### src/rtl/xvec_vscale_src_b_stage_pkg.sv
// Shared encodings for the xvec operand-B select stage: source select codes and
// skid-buffer occupancy states.
package xvec_vscale_src_b_stage_pkg;

  localparam int unsigned SRC_B_SEL_WIDTH = 2;

  typedef enum logic [SRC_B_SEL_WIDTH-1:0] {
    SRC_B_RS2   = 2'd0,
    SRC_B_IMM   = 2'd1,
    SRC_B_FOUR  = 2'd2,
    SRC_B_SPLAT = 2'd3
  } src_b_sel_e;

  typedef enum logic [1:0] {
    SKID_EMPTY = 2'd0,
    SKID_ONE   = 2'd1,
    SKID_TWO   = 2'd2
  } skid_state_e;

endpackage

### src/rtl/xvec_src_b_lane_mux.sv
// Per-lane operand-B select: rs2 lane, immediate, constant four or lane-0 splat,
// forced to zero when the lane is disabled.
module xvec_src_b_lane_mux
  import xvec_vscale_src_b_stage_pkg::*;
#(
  parameter int unsigned XPR_LEN   = 32,
  parameter int unsigned SEL_WIDTH = SRC_B_SEL_WIDTH
) (
  input  logic [SEL_WIDTH-1:0] sel,
  input  logic [XPR_LEN-1:0]   imm,
  input  logic [XPR_LEN-1:0]   lane_data,
  input  logic [XPR_LEN-1:0]   lane0_data,
  input  logic                 en,
  output logic [XPR_LEN-1:0]   result
);

  localparam logic [XPR_LEN-1:0] FOUR_VAL = XPR_LEN'(4);

  always_comb begin
    result = '0;
    if (en) begin
      case (sel)
        SRC_B_RS2:   result = lane_data;
        SRC_B_IMM:   result = imm;
        SRC_B_FOUR:  result = FOUR_VAL;
        SRC_B_SPLAT: result = lane0_data;
        default:     result = '0;
      endcase
    end
  end

endmodule

### src/rtl/xvec_vscale_src_b_stage.sv
// Registered operand-B select stage: per-lane select and mask feeding a 2-entry
// skid buffer with registered valid/ready on both sides.
module xvec_vscale_src_b_stage
  import xvec_vscale_src_b_stage_pkg::*;
#(
  parameter int unsigned XPR_LEN   = 32,
  parameter int unsigned LANES     = 2,
  parameter int unsigned SEL_WIDTH = SRC_B_SEL_WIDTH
) (
  input  logic                       clk,
  input  logic                       reset,
  input  logic                       in_valid,
  output logic                       in_ready,
  input  logic [SEL_WIDTH-1:0]       src_b_sel,
  input  logic [XPR_LEN-1:0]         imm,
  input  logic [LANES*XPR_LEN-1:0]   rs2_data,
  input  logic [LANES-1:0]           lane_en,
  input  logic                       kill,
  output logic                       out_valid,
  input  logic                       out_ready,
  output logic [LANES*XPR_LEN-1:0]   alu_src_b
);

  localparam int unsigned VEC_W = LANES * XPR_LEN;

  logic [VEC_W-1:0] lane_res;
  logic [VEC_W-1:0] head_q;
  logic [VEC_W-1:0] tail_q;
  skid_state_e      state_q;
  skid_state_e      state_d;
  logic             push;
  logic             pop;
  logic             head_load_new;
  logic             head_load_tail;
  logic             tail_load_new;

  for (genvar g = 0; g < LANES; g++) begin : g_lane
    xvec_src_b_lane_mux #(
      .XPR_LEN  (XPR_LEN),
      .SEL_WIDTH(SEL_WIDTH)
    ) u_lane_mux (
      .sel       (src_b_sel),
      .imm       (imm),
      .lane_data (rs2_data[g*XPR_LEN +: XPR_LEN]),
      .lane0_data(rs2_data[0 +: XPR_LEN]),
      .en        (lane_en[g]),
      .result    (lane_res[g*XPR_LEN +: XPR_LEN])
    );
  end

  // Both handshakes are decodes of the state register, so no ready path is combinational.
  assign in_ready  = (state_q != SKID_TWO);
  assign out_valid = (state_q != SKID_EMPTY);
  assign alu_src_b = head_q;
  assign push      = in_valid & in_ready;
  assign pop       = out_valid & out_ready;

  always_comb begin
    state_d        = state_q;
    head_load_new  = 1'b0;
    head_load_tail = 1'b0;
    tail_load_new  = 1'b0;
    case (state_q)
      SKID_EMPTY: begin
        if (push) begin
          state_d       = SKID_ONE;
          head_load_new = 1'b1;
        end
      end
      SKID_ONE: begin
        if (push && pop) begin
          head_load_new = 1'b1;
        end else if (push) begin
          state_d       = SKID_TWO;
          tail_load_new = 1'b1;
        end else if (pop) begin
          state_d = SKID_EMPTY;
        end
      end
      SKID_TWO: begin
        if (pop) begin
          state_d        = SKID_ONE;
          head_load_tail = 1'b1;
        end
      end
      default: state_d = SKID_EMPTY;
    endcase
    // Kill drops everything, including a push arriving in the same cycle.
    if (kill) begin
      state_d        = SKID_EMPTY;
      head_load_new  = 1'b0;
      head_load_tail = 1'b0;
      tail_load_new  = 1'b0;
    end
  end

  always_ff @(posedge clk) begin
    if (reset) begin
      state_q <= SKID_EMPTY;
      head_q  <= '0;
      tail_q  <= '0;
    end else begin
      state_q <= state_d;
      if (head_load_new) begin
        head_q <= lane_res;
      end else if (head_load_tail) begin
        head_q <= tail_q;
      end
      if (tail_load_new) begin
        tail_q <= lane_res;
      end
    end
  end

endmodule

### config.mk
export PLATFORM = sky130hd
export DESIGN_NAME = xvec_vscale_src_b_stage
export DESIGN_NICKNAME = d
export VERILOG_FILES = /design/src/rtl/xvec_vscale_src_b_stage_pkg.sv /design/src/rtl/xvec_src_b_lane_mux.sv /design/src/rtl/xvec_vscale_src_b_stage.sv
export SDC_FILE = /design/constraint.sdc
export NUM_CORES = 1
export LEC_CHECK = 0
export CORE_ASPECT_RATIO = 1.2
export CORE_UTILIZATION = 43
export DETAILED_ROUTE_END_ITERATION = 6
export MAX_ROUTING_LAYER = met4
export PLACE_DENSITY = 0.7
export SLEW_MARGIN = 30
export SYNTH_ARGS = -nofsm -noshare
export SYNTH_HDL_FRONTEND = slang
export SYNTH_SLANG_ARGS = --single-unit
### constraint.sdc
create_clock -name clk -period 2.3 [get_ports clk]
set_input_delay 0.46 -clock clk [delete_from_list [all_inputs] [get_ports clk]]
set_output_delay 0.46 -clock clk [all_outputs]
set_load 0.01 [all_outputs]
Word-level counts from Yosys, hierarchy flattened:

Index checks and enable logic that the tools add are counted.
Widths: inputs -> output; s select.

* word-level logic and storage cells: 45
* flip-flop bits (word level): 130
* output and inout bits: 66
* bits of input ports: 105

* reductions and logical operators: 8
* equal/unequal tests: 10
* mux-type cells: 22
* bitwise gates (word level): 2

Operators with widths (number)
* $mux 64: 2
* $pmux 32 s4: 1
* $pmux 32 s3: 1
* $mux 32: 2
* $mux 2: 5
* $mux 1: 9
* $ne 2x2->1 const B: 4
* $eq 2x2->1 const B: 3
* $pmux 2 s3: 1
* $eq 2x1->1 const B: 2
* $logic_not 2->1: 2
* $reduce_and 4->1: 1
* $reduce_bool 2->1: 2
* $reduce_or 2->1: 2
* $ne 3x3->1 const B: 1
* $and 1x1->1: 2
* $pmux 1 s2: 1
* $logic_and 1x1->1: 1

Depth between registers and ports, before layout:

* word-level depth: 7
* gate-level depth with buffers: 9
* gate-level depth less buffers: 6

By module:

From an unflattened synthesis, not the netlist that was laid out.

* cell total of the unflattened synthesis: 961
* area, all modules: 7818.7 um2

By module, submodules not included
* xvec_vscale_src_b_stage: area an instance 5849.4 um2, cells each 673, seq. area each 2602.5 um2, instances 1
* xvec_src_b_lane_mux: area an instance 984.7 um2, cells each 144, seq. area each 0.0 um2, instances 2

Worst setup path before layout:

OpenSTA, ideal clock, no wires.

* kind: input to register
* start point: input src_b_sel[0]
* end point: register head_q[23], in the netlist alu_src_b[23]
* arrival: 1.753 ns
* setup slack: 0.461 ns
* buffers on the path: 1
* data required time: 2.214 ns
* setup time: 0.086 ns
* stages on the path: 7
* cells stage by stage: inv_1 ha_1 clkbuf_1 or3b_1 a21boi_1 nor2_1 a211oi_1

* longest elaborated chain between the ends: 5
* elaborated cells between the ends (all ways): 8
* those cells by class: eq/ne: 3; mux: 3; reduce/logical: 2

RTL lines
* start, declared: RTL line xvec_vscale_src_b_stage.sv:14 `input logic [SEL_WIDTH-1:0] src_b_sel,`
* $eq 2x2->1 or $logic_not 2->1 (tied branches): RTL line xvec_src_b_lane_mux.sv:22 `case (sel)`
* $reduce_or 2->1 (no source line)
* $pmux 32 s3 (*): RTL line xvec_src_b_lane_mux.sv:22
* $mux 32 (*): RTL line xvec_src_b_lane_mux.sv:21 `if (en) begin`
* $mux 64 (*): RTL line xvec_vscale_src_b_stage.sv:104 `if (head_load_new) begin`
* end signal, assigned: RTL line xvec_vscale_src_b_stage.sv:105 `head_q <= lane_res;`
* end signal, assigned: RTL line xvec_vscale_src_b_stage.sv:107 `head_q <= tail_q;`
* end, declared: RTL line xvec_vscale_src_b_stage.sv:27 `logic [VEC_W-1:0] head_q;`

Mark *: on every way between the ends. The rest lies on a longest branch, timed or not.
A chain may end at the register's enable or synchronous reset.

Worst setup path after layout:

* start point: input src_b_sel[1]
* end point: register head_q[12], in the netlist alu_src_b[12]

Same word-level chain as after synthesis.

==> out/results.ini <==
[placed_design]
place.gp.congestion=0.889
hpwl_um=13800
place_inst=1117
pre_cts_ws_ns=-0.248
port_buffers=170

[detailed_routing]
drc=0
avgRoutedWirePerCell_um=17.9
vias_per_cell=5.67
vias=6500
drtIter0Drc=526
ant_nets=0
drtPass1Iterations=5
routed_wl_um=20600

[setup_path]
r2r-end=alu_src_b[59]$_SDFFE_PP0P_
cp-startpoint=src_b_sel[1]
cp_max_fo=29
slowest_delay_ns=0.52
path_class=input pin to flip-flop
cp-endpoint=alu_src_b[12]$_SDFFE_PP0P_
reg2reg_slack_ns=0.63
required_ns=2.63
worstPathCellList=clkdlybuf4s50_1 > inv_1 > buf_4 > ha_2 > buf_12 > or3b_1 > a21boi_1 > nor2_1 > a211oi_1
slowest_stage=clkdlybuf4s50_1
endpoint_kind=flip-flop
startpoint_type=input pin
crit_arrival_ns=2.50
r2r-start=state_q[0]$_SDFFE_PP0P_
r2r_cells=6

[yosys]
netlist_area_um2=6660
synth_top_area_cell=dfxtp_1
syn_area_per_cell_um2=8.50
synth_seq_cells=130
yosysMostFrequentCell=dfxtp_1
ys_warn_count=0
ys_top_cells_by_count=130 x dfxtp_1, 129 x nand2_1, 69 x a21oi_1, 63 x a211oi_1, 63 x mux2i_1
async_flop_share=0
synth_ff_type=dfxtp_1
synth_top_area_share=0.391
ys_types=32
postSynthCellCount=783
synth-edff-count=0
ys_seq_area_frac=0.391
synth_top_cells_by_area=dfxtp_1 39%, mux2i_1 9.5%, nand2_1 7.3%, a211oi_1 7.1%, a21oi_1 5.2%
syn-num-nets=893

[global_route]
grt_max_degree=65
antenna_found_initial=0
track_usage=0.268
grt_first_pass_wirelength_um=32300
grt-ovfl-total=0
grt_pass1_vias=6111

[clock_tree]
cts_htree_levels=4
cts_buffer_depth=2
path_clk_slew_ns=0.05
root_buffer=clkbuf_16
cts.sinks=130
cts_tree=done
cts_setup_buffers=0
clock_latency_ns=0.42
cts_buffers=17
ctsResizeCount=0
postCtsHoldBufs=0

[hold_path]
hold_path_depth=2
min_from=tail_q[35]$_SDFFE_PP0P_
hold_class=flip-flop to flip-flop

[floorplan]
core-area_um2=15100
die_h_um=138
placementRows=49
fp.dieArea_um2=16000
initial_utilization=0.441
die_w_um=116
io_pins=171

[outcome]
status=finished clean

[timing]
setup_ws_ns=0.126
worst_pin_slew_ns=0.537
grt_setup_unrepaired=no
setup_viol=0
final-hold-violation-count=0
maxSlewHeadroom=0.642
fin_worst_skew_ns=0.00691
timing.final.crit_share=0.945
period_minus_slack_ns=2.17
drv_slew=0
max_freq_mhz=460

[final_layout]
layout.cells.non_filler=1147
nFillCells=1367
multi_input_area_um2=3690
diodes=0
drive_gt1_frac=0.0817
nNetsFinal=1042
seq_area_um2=2600
area_growth_pct=41.3

[power_and_ir_drop]
p_clk_frac=0.434
seqPwrFrac=0.397
vdd_ir_drop_max_mv=0.474
swShare=0.245
p_leak_nw=3.13
intPower_mw=4.54
power_mw=6.01
p_sw_mw=1.47
p_comb_frac=0.169
powerDensity_nw_per_um2=639

[job]
maxCapViolCount=0

[cell usage in the layout, fill, tap and decap left out, types with 2 or more instances in the layout]
cell type,synthesis,final
a211oi_1,63,63
a21boi_1,31,31
a21oi_1,69,69
a221o_1,30,30
a31oi_1,30,30
a32oi_1,2,2
buf_12,0,22
buf_4,2,21
bufinv_16,0,2
clkbuf_1,57,4
clkbuf_16,0,17
clkbuf_8,0,3
clkdlybuf4s50_1,0,168
clkinv_2,0,4
dfxtp_1,130,130
ha_1,5,3
ha_2,0,2
inv_1,3,3
mux2i_1,63,63
nand2_1,129,129
nand2b_1,34,34
nand3_1,2,2
nand3b_1,2,2
nand4_1,30,30
nor2_1,32,32
nor2b_1,4,4
nor3_1,2,2
or3b_1,31,31
[metrics by stage]
stage | util | hold slack (ns) | setup TNS, ns | cell area [um2]
final | 0.623 | 0.452 | 0 | 9400
after global placement | 0.586 | 0.439 | -11.10 | 8840
after detailed placement | 0.586 | 0.447 | -11.47 | 8840
after CTS | 0.623 | 0.454 | 0 | 9400
after floorplan | - | 0.432 | 0 | 6660
after global routing | 0.623 | 0.465 | 0 | 9400
[worst min-delay path by stage]
stage	endpoint	slack (ns)
after floorplan	tail_q[34]$_SDFFE_PP0P_	0.43
after global placement	tail_q[34]$_SDFFE_PP0P_	0.44
after detailed placement	tail_q[35]$_SDFFE_PP0P_	0.45
after CTS	tail_q[33]$_SDFFE_PP0P_	0.45
after global routing	tail_q[41]$_SDFFE_PP0P_	0.47
final	tail_q[35]$_SDFFE_PP0P_	0.45
[power groups by stage]
stage               Clock (mW)  Sequential [mW]  Combinational, mW
floorplan                    0             2.45              0.433
global placement             0             2.43              0.997
detailed placement           0             2.43               1.00
CTS                       2.64             2.39               1.01
global route              2.73             2.39               1.09
finish                    2.61             2.39               1.01
[kinds of logic (layout without fill, tap and decap cells)]
group | count (synthesis) | count (layout) | share of synthesized area
flip-flops | 130 | 130 | 0.391
buffers and inverters | 85 | 245 | 0.0585
multiplexers | 63 | 63 | 0.0948
adder cells (fa/ha/maj) | 5 | 5 | 0.00940
AO/OA/AOI/OAI | 229 | 229 | 0.239
AND/OR/NAND/NOR | 271 | 271 | 0.207
[critical path, delay by kind of cell]
family                     cells  cell delay, ns
buffers and inverters          4            0.90
AOI/OAI and AO/OA              2            0.50
and+or+nand+nor                2            0.42
adders and majority gates      1            0.20
[final cells by class]
class,count,area share
Multi-Input combinational cell,568,0.392
Sequential cell,130,0.277
Timing Repair Buffer,212,0.243
Clock buffer,24,0.0512
Tap cell,204,0.0271
Clock inverter,6,0.00852
Inverter,3,0.00120
[flip-flops by register name, indices dropped and copies added, names as in the netlist]
name	cells
alu_src_b	64
state_q	2
tail_q	64
[routing by layer]
metal	part of all wire	vias to the layer above	global-route usage
met4	0.023	0	0.102
met5	0	-	-
met2	0.45	241	0.390
li1	-	3176	-
met1	0.46	3052	0.367
met3	0.066	31	0.0473
(Power assumes the default switching activity.)
